===== config.mk =====
export PLATFORM = sky130hd
export DESIGN_NAME = gsim_arbiter
export DESIGN_NICKNAME = d
export VERILOG_FILES = /design/src/rtl/gsim_arbiter.sv
export SDC_FILE = /design/constraint.sdc
export NUM_CORES = 1
export LEC_CHECK = 0
export BUFFER_PORTS_ARGS = -buffer_cell sky130_fd_sc_hd__buf_4
export CAP_MARGIN = 10
export CELL_PAD_IN_SITES_DETAIL_PLACEMENT = 1
export CELL_PAD_IN_SITES_GLOBAL_PLACEMENT = 2
export CORE_MARGIN = 10
export CORE_UTILIZATION = 28
export DETAILED_ROUTE_END_ITERATION = 10
export PLACE_DENSITY_LB_ADDON = 0.3
export SLEW_MARGIN = 10
export SYNTH_ARGS = -nofsm -noshare
export SYNTH_HDL_FRONTEND = slang
export SYNTH_SLANG_ARGS = --single-unit

===== constraint.sdc =====
create_clock -name clk -period 2.95 [get_ports clk]
set_input_delay 0.295 -clock clk [delete_from_list [all_inputs] [get_ports clk]]
set_output_delay 0.295 -clock clk [all_outputs]
set_load 0.02 [all_outputs]

===== src/rtl/gsim_arbiter.sv =====
// gsim_arbiter: round-robin front-end that sequences one GSIM solver core
// through load / solve / drain for N requesters and tags results by owner.
module gsim_arbiter #(
  parameter int unsigned N   = 4,
  parameter int unsigned IDW = 2
) (
  input  logic              clk,
  input  logic              reset,
  input  logic [N-1:0]      req_valid,
  input  logic [16*N-1:0]   req_b,
  output logic [N-1:0]      req_ready,
  output logic              core_in_en,
  output logic [15:0]       core_b_in,
  input  logic              core_out_valid,
  input  logic [31:0]       core_x_out,
  output logic              res_valid,
  output logic [IDW-1:0]    res_id,
  output logic [3:0]        res_idx,
  output logic [31:0]       res_data,
  output logic              res_last,
  output logic              busy,
  output logic [IDW-1:0]    grant_id,
  output logic [15:0]       last_latency,
  output logic              protocol_err
);

  localparam int unsigned BW = 16;
  localparam int unsigned XW = 32;
  localparam int unsigned CW = 4;
  localparam int unsigned LW = 16;

  typedef enum logic [1:0] {
    S_IDLE  = 2'd0,
    S_LOAD  = 2'd1,
    S_WAIT  = 2'd2,
    S_DRAIN = 2'd3
  } state_t;

  state_t           r_state;
  state_t           w_state_nxt;

  logic [IDW-1:0]   r_grant_id;
  logic [CW-1:0]    r_beat_cnt;
  logic [LW-1:0]    r_lat_cnt;
  logic [LW-1:0]    r_last_latency;
  logic [CW-1:0]    r_res_cnt;
  logic             r_ov_d1;
  logic             r_res_valid;
  logic [IDW-1:0]   r_res_id;
  logic [CW-1:0]    r_res_idx;
  logic [XW-1:0]    r_res_data;
  logic             r_res_last;
  logic             r_protocol_err;

  logic [BW-1:0]    w_slice [N];
  logic [IDW-1:0]   w_cand;
  logic [IDW-1:0]   w_next_grant;
  logic             w_found;
  logic             w_accept;
  logic             w_load_done;
  logic             w_capture;
  logic             w_grant;

  // Split the flat b bus into per-requester words
  for (genvar gi = 0; gi < N; gi++) begin : g_slice
    assign w_slice[gi] = req_b[gi*BW +: BW];
  end

  // Round-robin search starting one past the last grant, with wrap
  always_comb begin
    w_found      = 1'b0;
    w_next_grant = r_grant_id;
    w_cand       = r_grant_id;
    for (int unsigned k = 0; k < N; k++) begin
      w_cand = (w_cand == IDW'(N-1)) ? '0 : w_cand + IDW'(1);
      if (!w_found && req_valid[w_cand]) begin
        w_found      = 1'b1;
        w_next_grant = w_cand;
      end
    end
  end

  // Phase sequencer state register
  always_ff @(posedge clk or posedge reset) begin
    if (reset) r_state <= S_IDLE;
    else       r_state <= w_state_nxt;
  end

  // Next-state logic and combinational load-side handshake
  always_comb begin
    w_state_nxt = r_state;
    req_ready   = '0;
    core_in_en  = 1'b0;
    core_b_in   = '0;
    w_accept    = 1'b0;
    w_load_done = 1'b0;
    w_grant     = 1'b0;
    w_capture   = 1'b0;
    case (r_state)
      S_IDLE: begin
        if (w_found) begin
          w_grant     = 1'b1;
          w_state_nxt = S_LOAD;
        end
      end
      S_LOAD: begin
        req_ready[r_grant_id] = 1'b1;
        core_in_en  = req_valid[r_grant_id];
        core_b_in   = w_slice[r_grant_id];
        w_accept    = req_valid[r_grant_id];
        w_load_done = w_accept && (r_beat_cnt == CW'(15));
        if (w_load_done) w_state_nxt = S_WAIT;
      end
      S_WAIT: begin
        w_capture = r_ov_d1;
        if (core_out_valid) w_state_nxt = S_DRAIN;
      end
      S_DRAIN: begin
        w_capture = r_ov_d1;
        if (r_ov_d1 && (r_res_cnt == CW'(15))) w_state_nxt = S_IDLE;
      end
      default: w_state_nxt = S_IDLE;
    endcase
  end

  // Grant register and load beat counter
  always_ff @(posedge clk or posedge reset) begin
    if (reset) begin
      r_grant_id <= IDW'(N-1);
      r_beat_cnt <= '0;
    end else if (w_grant) begin
      r_grant_id <= w_next_grant;
      r_beat_cnt <= '0;
    end else if (w_accept) begin
      r_beat_cnt <= r_beat_cnt + CW'(1);
    end
  end

  // Saturating solve-latency counter and its snapshot at first core output
  always_ff @(posedge clk or posedge reset) begin
    if (reset) begin
      r_lat_cnt      <= '0;
      r_last_latency <= '0;
    end else begin
      if (w_load_done) begin
        r_lat_cnt <= '0;
      end else if ((r_state == S_WAIT) && (r_lat_cnt != '1)) begin
        r_lat_cnt <= r_lat_cnt + LW'(1);
      end
      if ((r_state == S_WAIT) && core_out_valid) r_last_latency <= r_lat_cnt;
    end
  end

  // Delayed core valid; outputs seen outside WAIT/DRAIN are dropped here
  always_ff @(posedge clk or posedge reset) begin
    if (reset) r_ov_d1 <= 1'b0;
    else       r_ov_d1 <= core_out_valid && ((r_state == S_WAIT) || (r_state == S_DRAIN));
  end

  // Result beat capture and element index tracking
  always_ff @(posedge clk or posedge reset) begin
    if (reset) begin
      r_res_valid <= 1'b0;
      r_res_id    <= '0;
      r_res_idx   <= '0;
      r_res_data  <= '0;
      r_res_last  <= 1'b0;
      r_res_cnt   <= '0;
    end else if (w_capture) begin
      r_res_valid <= 1'b1;
      r_res_id    <= r_grant_id;
      r_res_idx   <= r_res_cnt;
      r_res_data  <= core_x_out;
      r_res_last  <= (r_res_cnt == CW'(15));
      r_res_cnt   <= r_res_cnt + CW'(1);
    end else begin
      r_res_valid <= 1'b0;
      r_res_last  <= 1'b0;
      if (w_grant) r_res_cnt <= '0;
    end
  end

  // Sticky flag for core output arriving while no job is solving
  always_ff @(posedge clk or posedge reset) begin
    if (reset) begin
      r_protocol_err <= 1'b0;
    end else if (core_out_valid && ((r_state == S_IDLE) || (r_state == S_LOAD))) begin
      r_protocol_err <= 1'b1;
    end
  end

  assign busy         = (r_state != S_IDLE);
  assign grant_id     = r_grant_id;
  assign last_latency = r_last_latency;
  assign protocol_err = r_protocol_err;
  assign res_valid    = r_res_valid;
  assign res_id       = r_res_id;
  assign res_idx      = r_res_idx;
  assign res_data     = r_res_data;
  assign res_last     = r_res_last;

endmodule


==> metrics.md, run 1 <==
| Metric | Value |
|---|---|
| Most frequent cell on the critical path | buf_4 |
| Achievable clock frequency | 0.399 GHz |
| Clk sinks | 86 |
| Startpoint type of the worst setup path | flip-flop |
| Max_cap viols | 0 |
| Total global routing overflow | 0 |
| Count of buffer and inverter cells on the critical path | 2 |
| Average wire per standard cell | 18.0 µm |
| Antenna diode count | 0 |
| Layout area overhead | 43.8% |
| Drt drc | 0 |
| Detail Placement HPWL | 11.4 mm |
| Global-route wire length before repair | 24.0 mm |
| Starting density of the core | 0.288 |
| Horizontal extent of the die | 145 µm |
| Total power of the final layout | approximately 6.7 mW |
| Post-synthesis instance area | 0.00440 mm² |
| Reg-to-reg setup timing slack | roughly 600 ps |
| Worst stage delay on the critical path | 620 ps |
| Clock tree from TritonCTS | done |
| Headroom to the max-slew limit | 0.526 |
| Warnings, synthesis | 0 |
| Reg2Reg Depth | 7 |
| Final number of max-transition violations | 0 |
| Nets | 721 |
| Floorplan die area | 0.0211 mm² |
| Master of the slowest instance on the critical path | mux4_1 |
| Total power density per cell area | 1060 mW/mm² |
| Run status | finished with violations |
| Share of post-route cells with drive strength above 1 | 0.395 |
| Top library cells by usage in the layout, fill and taps aside | 189 x buf_4, 127 x nand2_1, 84 x dfrtp_1 |
| TritonCTS buffer count | 9 |
| Clk buf depth | 2 |
| Number of post-CTS setup repair buffers | 0 |
| Die extent in y | 145 µm |
| Post-layout min period | 2500 ps |
| Fin Setup TNS | 0 ps |
| GRT Total Usage | 0.140 |
| Gpl congestion | a little under 0.8 |
| Total core area | between 0.015 and 0.02 mm² |
| Internal power | 3.97 mW |
| Clk pin slew, worst setup/hold paths | 70 ps |
| Total wirelength of the detailed-routed design | 14.8 mm |
| Vias post-DR | about 3800 |
| Clk pwr share | 0.186 |
| Share of synthesized area occupied by flip-flops and latches | 0.489 |
| Critical path type | reg -> out |
| Combinational share of power | 0.506 |
| Number of iterations in the first detailed-routing pass | 4 |
| Register area | 0.00215 mm² |
| RSZ-0062 raised after global routing | no |
| Syn nets | 542 |
| Worst EP arrival | 2210 ps |
| Number of cells upsized or downsized after cts | 0 |
| Mapped Cells | ~430 |
| Yosys reg bits | 86 |
| Final worst path period share | 0.849 |
| Number of different library cells in the post-synthesis netlist | 43 |
| Count of buffers from port buffering | between 150 and 200 |
| H-tree levels | 3 |
| Required time of the critical path | ~2700 ps |
| Latest clock arrival within the worst-skew pair | 340 ps |
| Post-CTS Hold Fix Bufs | 0 |
| Reg2Reg Launch Point | grant_id[1] |
| Antenna violations before repair | 0 |
| Worst Hold Slack | -4.18 ps |
| FF-to-FF End | grant_id[0] |
| Commonest non-fill, non-tap cell in the layout | buf_4 |
| Final number of hold-violating endpoints | 5 |
| Post-route ant nets | 0 |
| Maximum net fanout on the critical path | 32 |
| VDD IR max | 0.366 mV |
| First DRT Iteration DRCs | 141 |
| Violations in the final reports | hold timing |
| Setup crit end kind | primary output |
| Ports | ~180 |
| Switching part of the total | 0.409 |
| Static leakage | 3.09 nW |
| Worst-Margin Slew | 709 ps |
| Flop pwr share | 0.307 |
| Family with the most delay on the worst path | multiplexers |
| Average footprint of a synthesized cell | 10.3 µm² |
| Multi-input gate area in the final layout | 0.00210 mm² |
| Site Rows | 45 |
| Setup Skew | between 5 and 6 ps |
| Number of global-route vias before repair | 4321 |
| Pin count of the biggest net entering global routing | 57 |
| P_sw | ~2.8 mW |
| Clock tree root buffer cell | clkbuf_16 |
| Average vias per placed instance | 4.66 |
| FILL cells | 1764 |
| Final setup fails | 0 |
| Cell-by-cell listing of the critical path | buf_4 > mux4_1 > and2_1 > buf_4 |
| Hold Crit Class | in -> async |
[per-stage QoR]
stage	area [µm²]	setup slack, ps	hold WS (ps)	util	cells
after global placement	6000	665	382	0.392	807
final	6330	446	-4.18	0.413	823
after floorplan	4400	226	400	-	428
after global routing	6330	321	40.2	0.413	823
after CTS	6330	405	5.92	0.413	823
after detailed placement	6000	613	382	0.392	807
[layer usage]
layer,share of wire,wire length [µm],GRT usage,up-vias
met2,0.55,8170,0.252,93
met3,0.057,845,0.0444,18
met1,0.37,5490,0.150,1904
met4,0.021,312,0.0480,0
li1,-,-,-,1817
met5,0,0,0,-
[power groups by stage]
stage               logic, mW  clock network, mW  registers (mW)
floorplan                1.72                  0            2.44
global route             3.76               1.36            2.15
finish                   3.41               1.25            2.07
detailed placement       3.49                  0            2.09
CTS                      3.50               1.31            2.08
global placement         3.39                  0            2.06
[logic make-up (layout without fill, tap and decap cells)]
family,count (synthesis),after routing,synth area share
AOI/OAI and AO/OA,32,32,0.0463
xor gates and xnor gates,13,13,0.0259
adders and majority gates,11,11,0.0313
muxes,43,43,0.158
DFF,86,86,0.489
and+or+nand+nor,211,211,0.214
buffers and inverters,32,216,0.0352
[state kept, by name, indices dropped and copies added, names as in the netlist, 4 cells and up]
signal,count
last_latency,16
r_beat_cnt,4
r_lat_cnt,16
r_res_cnt,4
res_data,32
res_idx,4
[cell type report]
class | instances | area share
Multi-Input combinational cell | 310 | 0.332
Tap cell | 211 | 0.0417
Clock inverter | 6 | 0.0144
Timing Repair Buffer | 190 | 0.227
Sequential cell | 86 | 0.340
Clock buffer | 10 | 0.0377
Inverter | 10 | 0.00613
[how the worst max path moves through the flow]
stage,from,end,slack (ps),cells after the start
4_1_cts,grant_id[0],core_b_in[15],410,4
3_3_place_gp,grant_id[1],grant_id[0],660,7
2_1_floorplan,grant_id[1],grant_id[1],230,8
6_report,grant_id[0],core_b_in[15],450,4
3_5_place_dp,grant_id[1],grant_id[0],610,7
5_1_grt,grant_id[0],core_b_in[15],320,4
[synthesized netlist by cell type (all sizes together)]
cell type / count / area (µm²)
nor4b: 2 / 17.5
a211oi: 3 / 22.5
nand4: 5 / 31.3
nand2: 127 / 477
o21a: 1 / 7.51
mux2: 17 / 191
dfrtp: 84 / 2100
or3: 1 / 6.26
nor4: 1 / 6.26
or4: 1 / 7.51
nand3: 5 / 25.0
clkbuf: 14 / 52.6
a21oi: 6 / 30.0
o211a: 1 / 10.0
inv: 10 / 37.5
mux2i: 8 / 80.1
o21ai: 13 / 65.1
a31oi: 2 / 12.5
and3: 4 / 25.0
a41oi: 1 / 8.76
nor4bb: 1 / 10.0
nor3: 6 / 30.0
nand3b: 1 / 7.51
a221oi: 1 / 8.76
and2: 21 / 134
and4: 4 / 37.5
xor2: 4 / 35.0
nand2b: 1 / 6.26
o2111a: 1 / 11.3
buf: 8 / 65.1
nor2b: 2 / 12.5
o31ai: 1 / 7.51
nor2: 29 / 109
a222oi: 2 / 20.0
mux4: 18 / 424
ha: 11 / 138
xnor2: 9 / 78.8
dfstp: 2 / 52.6
No activity file was read; power rests on OpenSTA's default activity.
==> run 2, diff against run 1 <==
==> constraint.sdc (replaced) <==
create_clock -name clk -period 2.38 [get_ports clk]
set_input_delay 0.238 -clock clk [delete_from_list [all_inputs] [get_ports clk]]
set_output_delay 0.238 -clock clk [all_outputs]
set_load 0.02 [all_outputs]
==> metrics.md, run 2 (same netlist as run 1, synthesis figures left out) <==
| Metric | Value |
|---|---|
| Count of buffers from port buffering | 183 |
| Headroom to the max-slew limit | 0.554 |
| Post-route ant nets | 0 |
| FF-to-FF End | r_lat_cnt[13] |
| Final worst path period share | 0.936 |
| Final number of max-transition violations | 0 |
| Vias post-DR | 3828 |
| Worst stage delay on the critical path | roughly 570 ps |
| Clk sinks | 86 |
| Ports | 184 |
| Number of iterations in the first detailed-routing pass | 5 |
| Worst-Margin Slew | ~670 ps |
| TritonCTS buffer count | 9 |
| Commonest non-fill, non-tap cell in the layout | buf_4 |
| Final number of hold-violating endpoints | 10 |
| Total power density per cell area | about 1300 mW/mm² |
| Post-CTS Hold Fix Bufs | 0 |
| Layout area overhead | 45.5% |
| Reg-to-reg setup timing slack | 290 ps |
| Worst Hold Slack | -7.75 ps |
| Site Rows | 45 |
| Max FFs per register | 32 |
| Clk buf depth | 2 |
| Reg2Reg Launch Point | r_state[0] |
| Number of global-route vias before repair | 4269 |
| Floorplan die area | 0.0211 mm² |
| Maximum net fanout on the critical path | 10 |
| First DRT Iteration DRCs | 120 |
| Share of post-route cells with drive strength above 1 | 0.404 |
| Placed cell area | 0.00609 mm² |
| Max_cap viols | 0 |
| Startpoint type of the worst setup path | flip-flop |
| Clock tree from TritonCTS | done |
| Gpl congestion | 0.733 |
| RSZ-0062 raised after global routing | no |
| Hold Crit Class | in -> async |
| Antenna violations before repair | 0 |
| Fin Setup TNS | 0 ps |
| Worst EP arrival | 1990 ps |
| Total core area | 0.0153 mm² |
| Clk pin slew, worst setup/hold paths | ~60 ps |
| GRT Total Usage | 0.133 |
| Static leakage | 3.11 nW |
| Number of post-CTS setup repair buffers | 0 |
| Horizontal extent of the die | 145 µm |
| Total wirelength of the detailed-routed design | 14.0 mm |
| Number of cells upsized or downsized after cts | 0 |
| Run status | finished with violations |
| Total global routing overflow | 0 |
| Detail Placement HPWL | 11.1 mm |
| Latest clock arrival within the worst-skew pair | 340 ps |
| Count of buffer and inverter cells on the critical path | 2 |
| Top library cells by usage in the layout, fill and taps aside | 191 x buf_4, 127 x nand2_1, 84 x dfrtp_1 |
| Average vias per placed instance | about 4.6 |
| Nets | between 700 and 800 |
| Final setup fails | 0 |
| FILL cells | 1785 |
| Required time of the critical path | 2140 ps |
| Reg2Reg Depth | 7 |
| Global-route wire length before repair | 23.0 mm |
| Clock tree root buffer cell | clkbuf_16 |
| Antenna diode count | 0 |
| Drt drc | 0 |
| Starting density of the core | 0.288 |
| VDD IR max | 0.559 mV |
| Achievable clock frequency | 0.449 GHz |
| Family with the most delay on the worst path | flip-flops |
| Average wire per standard cell | between 15 and 20 µm |
| Die extent in y | 145 µm |
| H-tree levels | 3 |
| Master of the slowest instance on the critical path | dfstp_2 |
| Post-layout min period | 2230 ps |
| Setup crit end kind | primary output |
| Pin count of the biggest net entering global routing | 46 |
| Post-route design area | 0.00641 mm² |
| Violations in the final reports | hold timing |
| Setup Skew | between 8 and 9 ps |
| Cell-by-cell listing of the critical path | buf_6 > mux4_1 > and2_1 > buf_4 |
| Critical path type | reg -> out |
## run 2: worst reg2reg max path: stages (launching register included)
cell and delay, ps:
dfrtp_1 400, inv_1 110, ha_1 380, and4_1 300, nand2_1 170, nor4b_1 400
xnor2_1 170, nor2_1 60
## run 2: stage by stage
stage	instances	worst slack [ps]	hold slack [ps]	utilization	total power [mW]
final	828	152	-7.75	0.418	8.36
after detailed placement	812	249	380	0.398	7.02
after CTS	828	74.6	20.9	0.418	8.54
after global placement	812	359	378	0.398	6.90
after global routing	828	52.3	34.3	0.418	9.03
after floorplan	428	33.2	343	-	5.26
## run 2: cell type report
cell class | count | area (µm²) | area share
Sequential cell | 86 | 2150 | 0.336
Multi-Input combinational cell | 310 | 2130 | 0.332
Timing Repair Buffer | 195 | 1510 | 0.235
Clock buffer | 14 | 274 | 0.0428
Tap cell | 211 | 264 | 0.0412
Inverter | 10 | 41.3 | 0.00645
Clock inverter | 2 | 38.8 | 0.00605
## run 2: how the worst max path moves through the flow
| stage | endpoint | start | depth (start not counted) | slack, ps |
|---|---|---|---|---|
| after floorplan | grant_id[1] | grant_id[1] | 8 | 30 |
| after global placement | grant_id[1] | grant_id[0] | 5 | 360 |
| after detailed placement | r_lat_cnt[13] | r_state[0] | 7 | 250 |
| after CTS | core_b_in[15] | grant_id[0] | 4 | 70 |
| after global routing | core_b_in[12] | grant_id[0] | 4 | 50 |
| final | core_b_in[15] | grant_id[0] | 4 | 150 |
## run 2: metal layers
layer  vias to the layer above  part of all wire  GRT usage
met2                       104              0.52      0.233
met5                         -                 0          0
met4                         0             0.013     0.0384
li1                       1825                 -          -
met1                      1887              0.37      0.137
met3                        12             0.095     0.0674
## run 2: report_power, final
part	internal, mW	switching [mW]	total [mW]
registers	2.09	0.458	2.54
clock network	0.902	0.566	1.47
logic	1.99	2.36	4.35
total	4.98	3.38	8.36
==> run 3, diff against run 2 <==
--- a/config.mk
+++ b/config.mk
@@ -5,12 +5,13 @@
 export SDC_FILE = /design/constraint.sdc
 export NUM_CORES = 1
 export LEC_CHECK = 0
+export ABC_AREA = 1
 export BUFFER_PORTS_ARGS = -buffer_cell sky130_fd_sc_hd__buf_4
 export CAP_MARGIN = 10
 export CELL_PAD_IN_SITES_DETAIL_PLACEMENT = 1
 export CELL_PAD_IN_SITES_GLOBAL_PLACEMENT = 2
 export CORE_MARGIN = 10
-export CORE_UTILIZATION = 28
+export CORE_UTILIZATION = 26
 export DETAILED_ROUTE_END_ITERATION = 10
 export PLACE_DENSITY_LB_ADDON = 0.3
 export SLEW_MARGIN = 10
==> metrics.md, run 3 <==
| Metric | Value |
|---|---|
| Run status | finished, final reports clean |
| Total core area | 0.0174 mm² |
| Clk pin slew, worst setup/hold paths | about 60 ps |
| Share of synthesized area occupied by flip-flops and latches | 0.465 |
| Cell-by-cell listing of the critical path | inv_2 > buf_4 > o21ai_0 > a21oi_1 > buf_4 |
| Reg2Reg Launch Point | grant_id[0] |
| Layout area overhead | 43.2% |
| Count of buffers from port buffering | 183 |
| Mapped Cells | about 620 |
| Achievable clock frequency | 0.452 GHz |
| Clock tree from TritonCTS | done |
| Clock tree root buffer cell | clkbuf_16 |
| H-tree levels | 3 |
| Leading register cell type out of synthesis | dfrtp_1 |
| Count of flip-flops with a built-in enable after synthesis | 0 |
| Share of flip-flops with an asynchronous set or reset | 1.00 |
| VDD IR max | 0.507 mV |
| GRT Total Usage | 0.139 |
| Final core utilization | 0.381 |
| Top post-synthesis cells by count | 197 x nand2_1, 89 x nor2_1, 84 x dfrtp_1 |
| Flop pwr share | 0.277 |
| Drt drc | 0 |
| Combinational share of power | 0.557 |
| FF-to-FF End | r_beat_cnt[0] |
| Global-route wire length before repair | between 20 and 30 mm |
| Final setup fails | 0 |
| Vias post-DR | 4726 |
| Number of iterations in the first detailed-routing pass | 4 |
| Post-route ant nets | 0 |
| Worst EP arrival | 1970 ps |
| Starting density of the core | 0.266 |
| Post-layout min period | approximately 2200 ps |
| Post-synthesis instance area | about 0.0046 mm² |
| Master of the slowest instance on the critical path | dfstp_2 |
| Clk sinks | 86 |
| Total global routing overflow | 0 |
| Horizontal extent of the die | 154 µm |
| Share of post-route cells with drive strength above 1 | 0.296 |
| Site Rows | 48 |
| Met1 usage in global routing | 0.168 |
| Global routing met3 resource utilization | 0.0335 |
| Most frequent cell on the critical path | buf_4 |
| Count leader, synth | nand2_1 |
| Met2 layer usage reported by global route | 0.245 |
| Average wire per standard cell | 16.4 µm |
| Placed cell area | approximately 0.0063 mm² |
| Number of different library cells in the post-synthesis netlist | 34 |
| Static leakage | 3.48 nW |
| Headroom to the max-slew limit | 0.514 |
| Max_cap viols | 0 |
| Antenna violations before repair | 0 |
| Internal power | 4.66 mW |
| Post-route design area | ~0.0066 mm² |
| Fin Setup TNS | 0 ps |
| Final number of max-transition violations | 0 |
| Pin count of the biggest net entering global routing | 48 |
| Switching part of the total | 0.456 |
| Total power density per cell area | 1290 mW/mm² |
| TritonCTS buffer count | 9 |
| Reg2Reg Depth | 11 |
| Ports | 184 |
| Synth top area cells | dfrtp_1 45%, nand2_1 16%, o21ai_0 7.3% |
| Average footprint of a synthesized cell | 7.43 µm² |
| Critical path type | reg -> out |
| P_sw | 3.90 mW |
| Setup Skew | 7.27 ps |
| Hold Crit Class | in -> async |
| Latest clock arrival within the worst-skew pair | about 330 ps |
| Worst Hold Slack | 24.0 ps |
| Max FFs per register | 32 |
| Floorplan die area | approximately 0.024 mm² |
| Reg-to-reg setup timing slack | 230 ps |
| Warnings, synthesis | 0 |
| Clk pwr share | 0.167 |
| Startpoint type of the worst setup path | flip-flop |
| Maximum net fanout on the critical path | 34 |
| Detail Placement HPWL | 13.4 mm |
| First DRT Iteration DRCs | 175 |
| Top library cells by usage in the layout, fill and taps aside | 197 x nand2_1, 195 x buf_4, 89 x nor2_1 |
| Worst-Margin Slew | 727 ps |
| Family with the most delay on the worst path | flip-flops |
| Yosys reg bits | 86 |
| Count of buffer and inverter cells on the critical path | 3 |
| Cell accounting for the most synthesized area | dfrtp_1 |
| Average vias per placed instance | 4.56 |
| Total wirelength of the detailed-routed design | between 15 and 20 mm |
| Worst stage delay on the critical path | 610 ps |
| Final worst path period share | 0.929 |
| Commonest non-fill, non-tap cell in the layout | nand2_1 |
| Number of global-route vias before repair | 4955 |
| Clk buf depth | 2 |
| Required time of the critical path | approximately 2100 ps |
| Final number of hold-violating endpoints | 0 |
| Nets | 920 |
| Layer with the highest usage after global routing | met2 |
| Antenna diode count | 0 |
| Share of the synthesized area in the top cell type | 0.453 |
| Syn nets | 738 |
| Die extent in y | 154 µm |
| Gpl congestion | 0.794 |
| Setup crit end kind | primary output |
run 3: cell count changes in the layout (fill, tap and decap cells not counted), sizes merged, moves of 14 or more:
cell,before,now
o21ai,13,71
mux2,17,3
nand3,5,26
mux4,18,0
a21oi,6,23
nor2,29,91
and2,21,0
nand2,127,202
inv,9,51
run 3: cell type report:
cell class | count | area (µm²)
clock buffers | 13 | 260
clock inverters | 3 | 42.5
fillers | 2167 | 10800
inverters | 53 | 206
multi-input cells | 458 | 2180
flip-flops and latches | 86 | 2150
well taps | 225 | 282
repair buffers | 198 | 1520
run 3: through the flow:
stage	worst slack [ps]	instances	power, mW
after floorplan	61.9	624	5.31
after global placement	280	1016	7.04
after detailed placement	111	1016	7.20
after CTS	45.0	1032	8.67
after global routing	-27.8	1036	9.34
final	168	1036	8.57
run 3: layer usage:
layer  vias to the layer above  part of all wire
li1                       2332                 -
met1                      2291              0.44
met2                        93              0.51
met3                        10             0.044
met4                         0            0.0098
met5                         -                 0
run 3: how the worst max path moves through the flow:
stage	from	endpoint	slack, ps	cells past startpoint
finish	grant_id[0]	core_b_in[3]	170	5
detailed placement	grant_id[0]	r_beat_cnt[0]	110	11
global route	grant_id[0]	core_b_in[3]	-30	5
CTS	grant_id[0]	core_b_in[3]	50	5
global placement	grant_id[0]	r_beat_cnt[0]	280	11
floorplan	grant_id[1]	r_state[0]	60	12
run 3: what timing repair did:
item / 4_1_cts / 5_1_grt
endpoints found under the setup margin: 0 / 19
hold buffers: 0 / 0
gates resized for setup: 0 / 3
setup buffers: 0 / 4
run 3: power groups by stage:
stage | Sequential, mW | Combinational [mW] | Clock [mW]
after floorplan | 2.83 | 2.48 | 0
after global placement | 2.38 | 4.66 | 0
after detailed placement | 2.40 | 4.80 | 0
after CTS | 2.38 | 4.81 | 1.48
after global routing | 2.45 | 5.33 | 1.55
final | 2.37 | 4.77 | 1.43
run 3: cells by family (layout without fill, tap and decap cells):
family                   count (synthesis)  in the layout  synth area share
AO/OA/AOI/OAI                           97             97             0.109
XOR/XNOR                                 8              8            0.0151
multiplexers                             3              3           0.00729
adder cells (fa/ha/maj)                 11             11            0.0297
buffers and inverters                   80            267            0.0702
flip-flops                              86             86             0.465
AND/OR/NAND/NOR                        339            339             0.304
